## src/rtl/leaf_port_arbiter.sv

```systemverilog
// leaf_port_arbiter: round-robin arbiter that lets NUM_REQ user requesters
// share one leaf input port. A grant lasts until the owner drops its valid
// or MAX_BURST words have been accepted. Words pass through a one-entry
// output register that drains on the leaf handshake regardless of arbiter
// state.
//
// Optional build macro LEAF_PORT_ARB_STATS_EN adds the word_cnt output:
// one wrapping 32-bit count of accepted words per requester.
module leaf_port_arbiter #(
    parameter int NUM_REQ      = 4,
    parameter int PAYLOAD_BITS = 32,
    parameter int MAX_BURST    = 16
) (
    input  logic                            clk,
    input  logic                            ap_rst_n,
    input  logic [NUM_REQ*PAYLOAD_BITS-1:0] din_req,
    input  logic [NUM_REQ-1:0]              vld_req,
    output logic [NUM_REQ-1:0]              ack_req,
    output logic [PAYLOAD_BITS-1:0]         dout,
    output logic                            vld_out,
    input  logic                            ack_in,
    output logic [NUM_REQ-1:0]              grant,
    output logic                            busy
`ifdef LEAF_PORT_ARB_STATS_EN
    ,
    output logic [NUM_REQ*32-1:0]           word_cnt
`endif
);

    localparam int         IDX_W       = (NUM_REQ > 1) ? $clog2(NUM_REQ) : 1;
    localparam logic [0:0] ST_IDLE     = 1'b0;
    localparam logic [0:0] ST_GRANT    = 1'b1;
    localparam logic [7:0] BURST_LIMIT = 8'(MAX_BURST);

    // Reset release synchroniser; run goes high two edges after ap_rst_n rises
    logic [1:0]              rst_sync;
    logic                    run;

    // Arbiter state
    logic [0:0]              state;
    logic [IDX_W-1:0]        rr_ptr;
    logic [IDX_W-1:0]        owner;
    logic [7:0]              burst_cnt;

    // One-entry output register
    logic                    out_full;
    logic [PAYLOAD_BITS-1:0] out_data;

    // Combinational helpers
    logic [IDX_W:0]          scan_sum;
    logic [IDX_W-1:0]        scan_idx;
    logic                    pick_found;
    logic [IDX_W-1:0]        pick_idx;
    logic [NUM_REQ-1:0]      pick_onehot;
    logic                    owner_vld;
    logic [PAYLOAD_BITS-1:0] owner_data;
    logic                    slot_free;
    logic                    req_xfer;
    logic                    out_xfer;
    logic                    burst_last;
    logic                    grant_exit;
    logic [IDX_W-1:0]        owner_next_ptr;

    // Two-flop synchroniser: asserts asynchronously, releases on clk
    always_ff @(posedge clk or negedge ap_rst_n) begin
        if (!ap_rst_n) begin
            rst_sync <= 2'b00;
        end else begin
            rst_sync <= {rst_sync[0], 1'b1};
        end
    end

    assign run = rst_sync[1];

    // Round-robin scan: first valid requester at or after rr_ptr, wrapping
    always_comb begin
        pick_found = 1'b0;
        pick_idx   = '0;
        scan_sum   = '0;
        scan_idx   = '0;
        for (int k = 0; k < NUM_REQ; k++) begin
            scan_sum = {1'b0, rr_ptr} + (IDX_W+1)'(k);
            scan_idx = IDX_W'((scan_sum >= (IDX_W+1)'(NUM_REQ))
                              ? scan_sum - (IDX_W+1)'(NUM_REQ) : scan_sum);
            if (!pick_found && vld_req[scan_idx]) begin
                pick_found = 1'b1;
                pick_idx   = scan_idx;
            end
        end
    end

    // One-hot form of the picked requester, loaded into grant
    always_comb begin
        pick_onehot = '0;
        for (int i = 0; i < NUM_REQ; i++) begin
            pick_onehot[i] = pick_found && (pick_idx == IDX_W'(i));
        end
    end

    // Select valid and data of the current owner
    always_comb begin
        owner_vld  = 1'b0;
        owner_data = '0;
        for (int i = 0; i < NUM_REQ; i++) begin
            if (owner == IDX_W'(i)) begin
                owner_vld  = vld_req[i];
                owner_data = din_req[i*PAYLOAD_BITS +: PAYLOAD_BITS];
            end
        end
    end

    // Output slot can take a word when empty or when it drains this cycle
    assign slot_free      = ~out_full | ack_in;
    assign req_xfer       = (state == ST_GRANT) & owner_vld & slot_free;
    assign out_xfer       = out_full & ack_in;
    assign burst_last     = req_xfer & ((burst_cnt + 8'd1) == BURST_LIMIT);
    assign grant_exit     = (state == ST_GRANT) & (~owner_vld | burst_last);
    assign owner_next_ptr = (owner == IDX_W'(NUM_REQ-1)) ? '0 : owner + 1'b1;

    // Arbiter FSM: IDLE picks an owner, GRANT holds it until drop or burst end
    always_ff @(posedge clk or negedge ap_rst_n) begin
        if (!ap_rst_n) begin
            state     <= ST_IDLE;
            grant     <= '0;
            owner     <= '0;
            rr_ptr    <= '0;
            burst_cnt <= '0;
        end else if (state == ST_IDLE) begin
            if (run && pick_found) begin
                state     <= ST_GRANT;
                grant     <= pick_onehot;
                owner     <= pick_idx;
                burst_cnt <= '0;
            end
        end else begin
            if (req_xfer) begin
                burst_cnt <= burst_cnt + 8'd1;
            end
            if (grant_exit) begin
                state  <= ST_IDLE;
                grant  <= '0;
                rr_ptr <= owner_next_ptr;
            end
        end
    end

    // Output register: a simultaneous load and drain keeps it full
    always_ff @(posedge clk or negedge ap_rst_n) begin
        if (!ap_rst_n) begin
            out_full <= 1'b0;
            out_data <= '0;
        end else if (req_xfer) begin
            out_full <= 1'b1;
            out_data <= owner_data;
        end else if (out_xfer) begin
            out_full <= 1'b0;
        end
    end

    // Only the owner is accepted, and only while the output slot is free
    always_comb begin
        ack_req = '0;
        if (state == ST_GRANT) begin
            ack_req = grant & {NUM_REQ{slot_free}};
        end
    end

    assign dout    = out_data;
    assign vld_out = out_full;
    assign busy    = (state == ST_GRANT);

`ifdef LEAF_PORT_ARB_STATS_EN
    logic [31:0] stat_cnt [NUM_REQ];

    // Per-requester wrapping count of words accepted from that requester
    always_ff @(posedge clk or negedge ap_rst_n) begin
        if (!ap_rst_n) begin
            for (int i = 0; i < NUM_REQ; i++) begin
                stat_cnt[i] <= '0;
            end
        end else if (req_xfer) begin
            stat_cnt[owner] <= stat_cnt[owner] + 32'd1;
        end
    end

    for (genvar gi = 0; gi < NUM_REQ; gi++) begin : g_stat
        assign word_cnt[gi*32 +: 32] = stat_cnt[gi];
    end
`endif

endmodule
```

## config.mk

```make
export PLATFORM = sky130hd
export DESIGN_NAME = leaf_port_arbiter
export DESIGN_NICKNAME = d
export VERILOG_FILES = /design/src/rtl/leaf_port_arbiter.sv
export SDC_FILE = /design/constraint.sdc
export NUM_CORES = 1
export LEC_CHECK = 0
export ABC_AREA = 1
export CORE_MARGIN = 2
export CORE_UTILIZATION = 40
export DETAILED_ROUTE_END_ITERATION = 6
export MAX_ROUTING_LAYER = met4
export PLACE_DENSITY = 0.85
export REMOVE_ABC_BUFFERS = 1
export SLEW_MARGIN = 20
export SYNTH_ARGS = -nofsm -noshare
export SYNTH_HDL_FRONTEND = slang
export SYNTH_SLANG_ARGS = --single-unit
```

## constraint.sdc

```tcl
create_clock -name clk -period 3.75 [get_ports clk]
set_input_delay 0.9375 -clock clk [delete_from_list [all_inputs] [get_ports clk]]
set_output_delay 0.9375 -clock clk [all_outputs]
set_load 0.005 [all_outputs]
```

==> impl_results.md <==
- CP max stage cell: clkdlybuf4s50_1
- Clk slew on worst S/H paths: 90 ps
- Final ANT Viol Nets: 0
- Slowest stage delay, CP: 500 ps
- Initial core utilization: 0.4100
- Max rail drop VDD: 0.0002731 V
- HPWL Detailed: 8705 µm
- Register area share after synthesis: 0.3657
- I/O Buffers: 176
- Placed Instance Area: 5350 µm²
- Area share of the largest cell type after synthesis: 0.3657
- CP Cell Sequence: clkdlybuf4s50_1, nor2_1, inv_1, nand2_1, nor2_1, clkdlybuf4s50_1
- GRT Residual Overflow: 0
- Area of the multi-input gates: 1968 µm²
- Final hold vios: 0
- Worst setup margin: 562.3 ps
- Top delay family on crit path: buffers and inverters
- DR WL/cell: 13.99 µm
- ANT cells: 0
- YS warnings: 0
- Final Wtd Congestion: 0.9259
- Commonest cells in the synthesized netlist: nand2_1, o21ai_0, nand3_1
- Global Route Usage Sum: 0.2382
- Top FF cell, synth: dfrtp_1
- Setup crit end kind: output port
- Max Root-Sink Buffers: 2
- WP data required: 2810 ps
- Fmax achieved: 313.7 MHz
- Tightest Pin Transition: 650.0 ps
- Final Cycle Share: 0.8501
- Pwr dens: 672.6 nW/µm²
- Num CTS Buffers: 5
- Synthesized area per cell: 6.614 µm²
- H-tree depth: 2
- Die X: 98.32 µm
- Synth cell types: 25
- Post-synth EDFFs: 0
- Pre-Repair DR Iteration Count: 5
- DRT iter0 DRCs: 152
- Final Critical Period: 3188 ps
- Setup bufs post-CTS: 0
- Hold Crit Class: reg -> reg
- Chip height: 98.32 µm
- Fin Clk Skew: 3.634 ps
- Die ar.: 9667 µm²
- Nets: 836
- CTS Root Cell: clkbuf_8
- Via density: 5.229
- Synthesized area: 3558 µm²
- Largest net degree at the start of global routing: 38
- CP Class: in -> out
- Clk_lat worst skew: 300 ps
- Final setup violating endpoints: 0
- Yosys top cell by area: dfrtp_1
- Vias post-DR: 4199
- Worst EP arrival: 2250 ps
- Layout cells sized above 1: 0.05468
- Core area: 8678 µm²
- Max Cap Viol: 0
- Final slew viol count: 0
- Top Ports: 177
- Initial antenna violation count: 0
- First-pass GRT wire length: 18260 µm
- Pleak: 2.564 nW
- DRC Markers: 0
- Flops & latches, synth: 52
- Detailed Route WL: 11240 µm
- Post-synthesis cell count: 538
- Pre-CTS WS: 555.5 ps
- Final Cell Area: 5428 µm²
- Top cells by area, synth: dfrtp_1, nand2_1, o21ai_0
- RSZ-0062 raised after global routing: no
- Post-CTS Resized: 0
- Crit path buf inv count: 3
- Storage cell area: 1301 µm²
- CTS Sinks: 52
- Max_slew headroom: 0.5640
- TNS Setup: 0 ps
- Worst Hold Slack: 356.9 ps
- Number of global-route vias before repair: 4039
- Worst Path Max Fanout: 5
- FFs w/ async S/R, synth: 1.000
- Count leader, synth: nand2_1
- Worst setup SP type: primary input
- CTS Hold Bufs: 0
- Area grow syn2layout: 52.53%
- CTS tree: yes
- Total power: 3.651 mW
- Status: complete, no violations
- Fill cell total of the finished layout: 780
- Row cnt: 34
==> stage by stage <==
stage	instances	utilization
global route	803	0.6254
floorplan	503	-
detailed placement	796	0.6165
finish	803	0.6254
CTS	803	0.6254
global placement	796	0.6165
==> report_power, final <==
group / internal (mW) / switching (mW)
clock: 0.127 / 0.178
sequential: 0.770 / 0.160
combinational: 1.02 / 1.40
==> state kept, by name, summed over array words and instances, names as in the netlist <==
name and cells:
vld_out 1, rr_ptr 2, burst_cnt 8, owner 2, grant 4, busy 1
dout 32, rst_sync 2
==> final cells by class <==
| class | instances | area share |
|---|---|---|
| multi-input cells | 420 | 0.3626 |
| repair buffers | 185 | 0.3361 |
| flip-flops and latches | 52 | 0.2397 |
| well taps | 108 | 0.02490 |
| inverters | 31 | 0.02236 |
| clock buffers | 6 | 0.01337 |
| clock inverters | 1 | 0.0009221 |
==> per-layer routing <==
metal	track usage	vias to the layer above	share of wire
li1	-	2080	-
met1	0.2572	1936	0.37
met2	0.4390	168	0.54
met3	0.05225	15	0.072
met4	0.06322	0	0.014
met5	-	-	0
==> worst paths after layout <==
kind | start | end | slack, ps | cells after the start
max in group asynchronous | ap_rst_n | rr_ptr[1] | 2590 | 2
min reg2reg | rst_sync[0] | rst_sync[1] | 360 | 0
min in group asynchronous | ap_rst_n | grant[3] | 560 | 1
max reg2reg | owner[1] | grant[0] | 1210 | 15
max | ack_in | ack_req[2] | 560 | 6
min | rst_sync[0] | rst_sync[1] | 360 | 0
==> cell families after synthesis <==
logic type	after synthesis	synth area share
fa+ha+maj	6	0.02110
simple gates	271	0.3252
other cells	1	0.001054
flops	52	0.3657
buf+inv	66	0.08122
xor+xnor	1	0.002462
compound gates	141	0.2032
==> cell usage in the layout, fill, tap and decap left out, drive strengths merged <==
master and n:
nor2 23, clkbuf 6, clkdlybuf4s50 175, xor2 1, nand4 2, nand2 188
buf 10, a21boi 1, clkinv 2, a21oi 33, ha 6, inv 30
nand3 58, conb 1, dfrtp 52, o21ai 107
(Power assumes the default switching activity.)
